File: config.mk
export PLATFORM = sky130hd
export DESIGN_NAME = trig_cos32
export DESIGN_NICKNAME = d
export VERILOG_FILES = /design/src/rtl/trig_pkg.sv /design/src/rtl/trig_pwl_seg.sv /design/src/rtl/trig_cos32.sv
export SDC_FILE = /design/constraint.sdc
export NUM_CORES = 2
export LEC_CHECK = 0
export BUFFER_PORTS_ARGS = -buffer_cell sky130_fd_sc_hd__buf_2
export CORE_UTILIZATION = 40
export DETAILED_ROUTE_END_ITERATION = 8
export HOLD_SLACK_MARGIN = 0.03
export REMOVE_ABC_BUFFERS = 1
export SYNTH_ARGS = -nofsm -noshare
export SYNTH_HDL_FRONTEND = slang
export SYNTH_SLANG_ARGS = --single-unit
File: constraint.sdc
create_clock -name clk -period 16.25 [get_ports clk]
set_clock_uncertainty 0.15 [all_clocks]
set_input_delay 1.625 -clock clk [delete_from_list [all_inputs] [get_ports clk]]
set_output_delay 1.625 -clock clk [all_outputs]
set_load 0.03 [all_outputs]
File: src/rtl/trig_pkg.sv
// Shared constants for the piecewise-linear cosine unit: quadrant layout,
// Q32.32 unity and the quarter-wave node table.
package trig_pkg;

  localparam int unsigned COS_LATENCY  = 3;
  localparam int unsigned SEG_BITS_DEF = 4;
  localparam int unsigned QUAD_MSB     = 31;
  localparam int unsigned QUAD_LSB     = 30;
  localparam int unsigned PHASE_BITS   = 30;

  localparam logic [32:0] Q32_ONE = 33'h1_0000_0000;

  typedef enum logic [1:0] {
    QUAD_0 = 2'd0,
    QUAD_1 = 2'd1,
    QUAD_2 = 2'd2,
    QUAD_3 = 2'd3
  } quad_t;

  // round(cos(k*pi/32) * 2^32), k = 0..16
  localparam logic [32:0] NODE_C [17] = '{
    Q32_ONE,
    33'd4274285855,
    33'd4212440704,
    33'd4110027446,
    33'd3968032378,
    33'd3787822988,
    33'd3571134792,
    33'd3320054617,
    33'd3037000500,
    33'd2724698408,
    33'd2386155981,
    33'd2024633568,
    33'd1643612827,
    33'd1246763195,
    33'd837906553,
    33'd420980412,
    33'd0
  };

endpackage

File: src/rtl/trig_pwl_seg.sv
// Quarter-wave chord evaluator: looks up the segment nodes, registers the
// delta*frac product, and presents f = C[k] - (D[k]*frac >> FRAC_W).
module trig_pwl_seg
  import trig_pkg::*;
#(
  parameter int unsigned SEG_BITS = SEG_BITS_DEF
) (
  input  logic                           clk,
  input  logic [SEG_BITS-1:0]            k,
  input  logic [PHASE_BITS-SEG_BITS-1:0] frac,
  output logic [32:0]                    f
);

  localparam int unsigned FRAC_W  = PHASE_BITS - SEG_BITS;
  localparam int unsigned DELTA_W = 30;
  localparam int unsigned PROD_W  = DELTA_W + FRAC_W;
  localparam logic [SEG_BITS:0] IDX_ONE = 1;

  logic [SEG_BITS:0]   idx_lo;
  logic [SEG_BITS:0]   idx_hi;
  logic [32:0]         c_lo;
  logic [32:0]         c_hi;
  logic [DELTA_W-1:0]  delta;
  logic [32:0]         node_q;
  logic [PROD_W-1:0]   prod_q;

  always_comb begin
    idx_lo = {1'b0, k};
    idx_hi = idx_lo + IDX_ONE;
    c_lo   = NODE_C[idx_lo];
    c_hi   = NODE_C[idx_hi];
    delta  = DELTA_W'(c_lo - c_hi);
  end

  always_ff @(posedge clk) begin
    node_q <= c_lo;
    prod_q <= PROD_W'(delta) * PROD_W'(frac);
  end

  assign f = node_q - 33'(prod_q >> FRAC_W);

endmodule

File: src/rtl/trig_cos32.sv
// Three-stage fixed-point cosine: folds the phase into one quadrant, evaluates
// the chord approximation, and restores the sign in Q32.32.
module trig_cos32
  import trig_pkg::*;
#(
  parameter int unsigned SEG_BITS = SEG_BITS_DEF,
  parameter int unsigned LATENCY  = COS_LATENCY
) (
  input  logic        clk,
  input  logic        rst,
  input  logic        in_valid,
  input  logic [31:0] angle,
  output logic        out_valid,
  output logic [63:0] cos_out
);

  localparam int unsigned FRAC_W = PHASE_BITS - SEG_BITS;
  localparam logic [PHASE_BITS:0] QUARTER = {1'b1, {PHASE_BITS{1'b0}}};

  quad_t                 quad;
  logic [PHASE_BITS-1:0] r;
  logic [PHASE_BITS:0]   x;
  logic                  mirror;
  logic                  negate;

  logic [SEG_BITS-1:0]   s1_k;
  logic [FRAC_W-1:0]     s1_frac;
  logic                  s1_zero;
  logic                  s1_neg;
  logic                  s2_zero;
  logic                  s2_neg;
  logic [LATENCY-1:0]    vld;
  logic [32:0]           f;
  logic [63:0]           mag;

  always_comb begin
    quad   = quad_t'(angle[QUAD_MSB:QUAD_LSB]);
    r      = angle[PHASE_BITS-1:0];
    mirror = (quad == QUAD_1) || (quad == QUAD_3);
    negate = (quad == QUAD_1) || (quad == QUAD_2);
    x      = mirror ? (QUARTER - {1'b0, r}) : {1'b0, r};
  end

  // x == 2^30 lands on the zero crossing, which has no valid segment index
  always_ff @(posedge clk) begin
    s1_k    <= x[PHASE_BITS-1:FRAC_W];
    s1_frac <= x[FRAC_W-1:0];
    s1_zero <= x[PHASE_BITS];
    s1_neg  <= negate;
    s2_zero <= s1_zero;
    s2_neg  <= s1_neg;
  end

  trig_pwl_seg #(
    .SEG_BITS (SEG_BITS)
  ) u_seg (
    .clk  (clk),
    .k    (s1_k),
    .frac (s1_frac),
    .f    (f)
  );

  always_comb begin
    mag = s2_zero ? '0 : {{(64-33){1'b0}}, f};
  end

  always_ff @(posedge clk) begin
    if (rst) begin
      vld     <= '0;
      cos_out <= '0;
    end else begin
      vld <= {vld[LATENCY-2:0], in_valid};
      if (vld[LATENCY-2]) begin
        cos_out <= s2_neg ? -mag : mag;
      end
    end
  end

  assign out_valid = vld[LATENCY-1];

endmodule

# After elaboration in Yosys (flattened, before gate mapping)
# Memory sizes are Yosys's and may differ from the RTL's.
# Cells that the tools add are included.
[op_classes]
reduce_logical = 2
n_mul = 1
add_sub_neg = 5
bitwise = 2
n_eq_ne = 3
order_cmp = 2
mux = 7
[ops]
columns = ["operator", "n"]
rows = [
  ["$mux W33", 3],
  ["$mux W30", 3],
  ["$mux W64", 1],
  ["$neg A33 Y64", 1],
  ["$mul A30 B26 Y56", 1],
  ["$sub A33 B30 Y33", 1],
  ["$sub A31 B30 Y31 const A", 1],
  ["$sub A30 B30 Y30", 1],
  ["$ge A6 B6 Y1 const B", 2],
  ["$not A4 Y6", 1],
  ["$not A5 Y6", 1],
  ["$add A4 B1 Y5 const B", 1],
  ["$eq A2 B2 Y1 const B", 2],
  ["$eq A2 B1 Y1 const B", 1],
  ["$logic_or A1 B1 Y1", 2],
]
[totals]
n_memories = 2
ff_bits = 190
out_inout_bits = 65
rom_bits = 2112
word_cells = 34
[mem_list]
columns = ["memory", "words", "width", "read_ports", "rd_clocked_by_memory_dff", "write_ports", "line", "text"]
rows = [
  ["(name not given)", 32, 33, 1, 0, 0, "trig_pwl_seg.sv:31", "c_hi = NODE_C[idx_hi];"],
  ["(name not given)", 32, 33, 1, 0, 0, "trig_pwl_seg.sv:30", "c_lo = NODE_C[idx_lo];"],
]

# Logic depth before layout (Yosys ltp)
[depth]
depth_word = 7
mapped_depth = 47

# Cells and area by module
# A second synthesis with hierarchy kept.
[unflattened]
hier_cells = 4797
area_unflattened_um2 = 39461.6
[by_module_without_submodules]
columns = ["mod", "area_each_um2", "cells_per_inst", "instances"]
rows = [
  ["trig_pwl_seg", 35019.8, 4307, 1],
  ["trig_cos32", 4441.8, 490, 1],
]

# Worst setup path after synthesis
# No wires, ideal clock.
[synth_timing]
path_type = "register to register"
startpoint = "register s1_k[0]"
endpoint = "register u_seg.prod_q[54]"
t_arrival_ns = 10.509
required_ns = 15.964
stages_incl_launch_ff = 43
setup_ns = 0.136
path_slack_ns = 5.454
path_cell_list = "dfxtp_1 ha_1 inv_1 ha_1 clkbuf_1 clkbuf_1 clkbuf_1 nand2_1 o221ai_1 nand2_1 ha_1 nand3_1 nor2_1 a211o_1 a221oi_1 a21boi_0 a21boi_0 o21bai_1 (+7 left out) fa_1 inv_1 fa_1 fa_1 inv_1 fa_1 inv_1 ha_1 nand4_1 or3_1 nor3_1 nor3b_1 o2111ai_1 nand2_1 a31o_2 nand2_1 o41ai_1 xor2_1"
[synth_between]
elab_chain_cells = 7
word_cells_on_any_way = 11
classes_between = "add/sub (2); mul (1); mux (4); bitwise (2); memory (2)"
[synth_rtl]
columns = ["element", "line", "text"]
rows = [
  ["start: declaration", "trig_cos32.sv:26", "logic [SEG_BITS-1:0] s1_k;"],
  ["start signal: assignment", "trig_cos32.sv:46", "s1_k <= x[PHASE_BITS-1:FRAC_W];"],
  ["$add A4 B1 Y5", "trig_pwl_seg.sv:29", "idx_hi = idx_lo + IDX_ONE;"],
  ["$not A5 Y6 (implied by the code)", "trig_pwl_seg.sv:31", ""],
  ["$mem_v2 Z32 W33", "-", ""],
  ["$mux W30 (implied by the code) (2 in a row)", "trig_pwl_seg.sv:31", ""],
  ["$sub A30 B30 Y30 *", "trig_pwl_seg.sv:32", "delta = DELTA_W'(c_lo - c_hi);"],
  ["$mul A30 B26 Y56 *", "trig_pwl_seg.sv:37", "prod_q <= PROD_W'(delta) * PROD_W'(frac);"],
  ["end signal: assignment", "trig_pwl_seg.sv:37", ""],
  ["end: declaration", "trig_pwl_seg.sv:25", "logic [PROD_W-1:0] prod_q;"],
]
# Mark *: on every way between the ends. The rest lies on a longest branch, timed or not. The select of a mux whose other input is x is not followed.
# A chain may end at the register's enable or synchronous reset.

# Worst setup path after layout
[layout_timing]
startpoint = "register s1_k[1]"
endpoint = "register u_seg.prod_q[55]"
# Same word-level chain as after synthesis.

==> run metrics <==
drt pass-1 iters 6; synth cell count leaders 793 x inv_1, 671 x fa_1, 439 x nand2_1, 429 x and2_1, 265 x ha_1; worst-skew pair later-pin latency 480 ps; hold path start s1_zero$_SDFF_PP0_; via count 26.9k; final setup fails 0; fin. max-slew vios 0; Final Util 0.433; layout cells sized above 1 0.0657; RSZ-0062 raised after global routing false; Horiz. Die Dim 299 um; H-tree depth 4; Cells after Synth 4,061; starting DRC count in detailed routing 1,640; FF-to-FF path depth 40; Port-buffer cells 99; synthesized cell area 35,200 um^2; Hold Path Sink s2_zero$_DFF_P_; leading area contributor after synthesis fa_1; first-pass GRT wire length 156 mm; critical path class reg2reg; worst-case clock buffer depth 2; EDFF count, synth 0; top-level I/O count 100; Critical Path Max Stage Delay 860 ps; CTS tree done; Root Buffer clkbuf_16; Initial Utilization 0.405; vias per cell 5.19; final WL 96.8 mm; WL per Instance 18.7 um; filler instances 8,612; chip height 299 um; status complete, no violations; initial antenna violation count 0; CTS Hold Buffers Added 0; #FFs+latches synth 164; core area 86,900 um^2; count leader, synth inv_1; Fin. Hold Viols 0; DRC 0; final instance area 37,600 um^2; top cells by area, synth fa_1 38%, ha_1 9.4%, dfxtp_1 9.3%; CTS resizes 0; CP max stage cell dfxtp_1; syn_area_per_cell 8.66 um^2; Final period util 0.815; Distinct cells, synth 83; critical register-to-register path endpoint u_seg.prod_q[55]$_DFF_P_; pin count of the biggest net entering global routing 73; Worst Tran Pin Value 1130 ps; Main synth FF type dfxtp_1; relative slew slack 0.246; Total GRT Usage 0.223; P&R area growth vs syn 6.98%; crit start category register; Arr. time, crit path 13,480 ps; vias in the first global route 27.8k; ys async rst share 0; worst hold stages 0; clock slew at reported path FFs 80 ps; TritonCTS Buffers 17; Placed Area 37,000 um^2; clock sinks 164; CP dominant cell by count fa_1; max-cap violations 0; global placement routability congestion 0.963; FMAX 75.5 MHz; Final Net Count 4,991; gr ovfl total 0; WHS 186 ps; Final ANT Viol Nets 0; Hold Crit Class reg2reg; crit path time final 13,240 ps; peak fanout along the critical path 45; DP HPWL 73.7 mm; Worst Path Required 16,490 ps; Setup Fix Bufs, Post-CTS 0; Setup TNS 0 ps; Die ar. 89,100 um^2; Synth top area share 0.382; Rows 108; part of the Yosys area used for sequential elements 0.0933; yosys warns 0; CP Capture Type register; worst reg-to-reg setup slack 3010 ps; reg2reg start s1_k[1]$_DFF_P_
==> placed cells by master (no fill, tap or decap), types with 32 or more instances in the layout <==
master / synthesis / final
ha_1: 265 / 265
a21o_1: 91 / 91
dfxtp_1: 164 / 153
and2_1: 429 / 429
buf_2: 8 / 99
buf_4: 2 / 59
nor2b_1: 57 / 57
nor3_1: 34 / 34
nand3_1: 35 / 35
a21oi_1: 124 / 124
a211oi_1: 40 / 40
inv_1: 793 / 793
fa_1: 671 / 671
nand2_1: 439 / 439
xor2_1: 52 / 47
nor2_1: 152 / 149
nand2b_1: 32 / 32
o21ai_0: 91 / 91
xnor2_1: 79 / 57
==> metal layers <==
layer  track usage  wire length (um)  vias to the layer above
li1              -                 -                    12400
met1         0.314             43800                    13600
met2         0.361             44700                      842
met3        0.0377              6690                      103
met4        0.0451              1660                        0
met5             0                 0                        -
==> metrics by stage <==
step,setup slack (ps),std cells
3_5_place_dp,3200,5156
3_3_place_gp,3390,5156
5_1_grt,2330,5188
6_report,3010,5189
4_1_cts,3120,5188
2_1_floorplan,4020,3843
==> registers in the layout, indices dropped and copies added, names as in the netlist <==
| signal | cells |
|---|---|
| s2_zero | 1 |
| s1_neg | 1 |
| u_seg.prod_q | 30 |
| s2_neg | 1 |
| u_seg.node_q | 33 |
| vld | 3 |
| cos_out | 64 |
| s1_frac | 26 |
| s1_zero | 1 |
| s1_k | 4 |
==> cell type report <==
class | count | area, um^2 | share of cell area
inverters | 796 | 2990 | 0.0794
flip-flops and latches | 164 | 3300 | 0.0876
diodes | 1 | 2.50 | 0.0000665
well taps | 1155 | 1450 | 0.0384
clock buffers | 18 | 429 | 0.0114
clock inverters | 14 | 219 | 0.00582
multi-input cells | 2883 | 28300 | 0.752
repair buffers | 158 | 938 | 0.0249
==> logic make-up after synthesis <==
kind of cell	count (synthesis)	share of synthesized area
xor gates and xnor gates	131	0.0326
buffers and inverters	1014	0.109
and+or+nand+nor	1274	0.184
AOI/OAI and AO/OA	527	0.100
DFF	164	0.0933
muxes	15	0.00459
adders and majority gates	936	0.476
==> critical path: cells and delay by family, from the launching register on <==
kind | cells | cell delay, ps
xor gates and xnor gates | 2 | 790
and+or+nand+nor | 8 | 1880
AOI/OAI and AO/OA | 13 | 3280
DFF | 1 | 860
adders and majority gates | 12 | 5450
buffers and inverters | 5 | 710
==> worst max-delay path by stage <==
stage / start / end / slack (ps) / cells after the start
6_report: s1_k[1]$_DFF_P_ / u_seg.prod_q[55]$_DFF_P_ / 3010 / 40
5_1_grt: s1_k[1]$_DFF_P_ / u_seg.prod_q[54]$_DFF_P_ / 2330 / 40
4_1_cts: s1_k[1]$_DFF_P_ / u_seg.prod_q[55]$_DFF_P_ / 3120 / 40
3_5_place_dp: s1_k[1]$_DFF_P_ / u_seg.prod_q[55]$_DFF_P_ / 3200 / 40
3_3_place_gp: s1_k[1]$_DFF_P_ / u_seg.prod_q[54]$_DFF_P_ / 3390 / 40
2_1_floorplan: s1_k[3]$_DFF_P_ / u_seg.prod_q[54]$_DFF_P_ / 4020 / 37
Power is left out: the tool's default activity adds up to more than one toggle a clock period on the data nets, which glitch-free logic cannot reach.
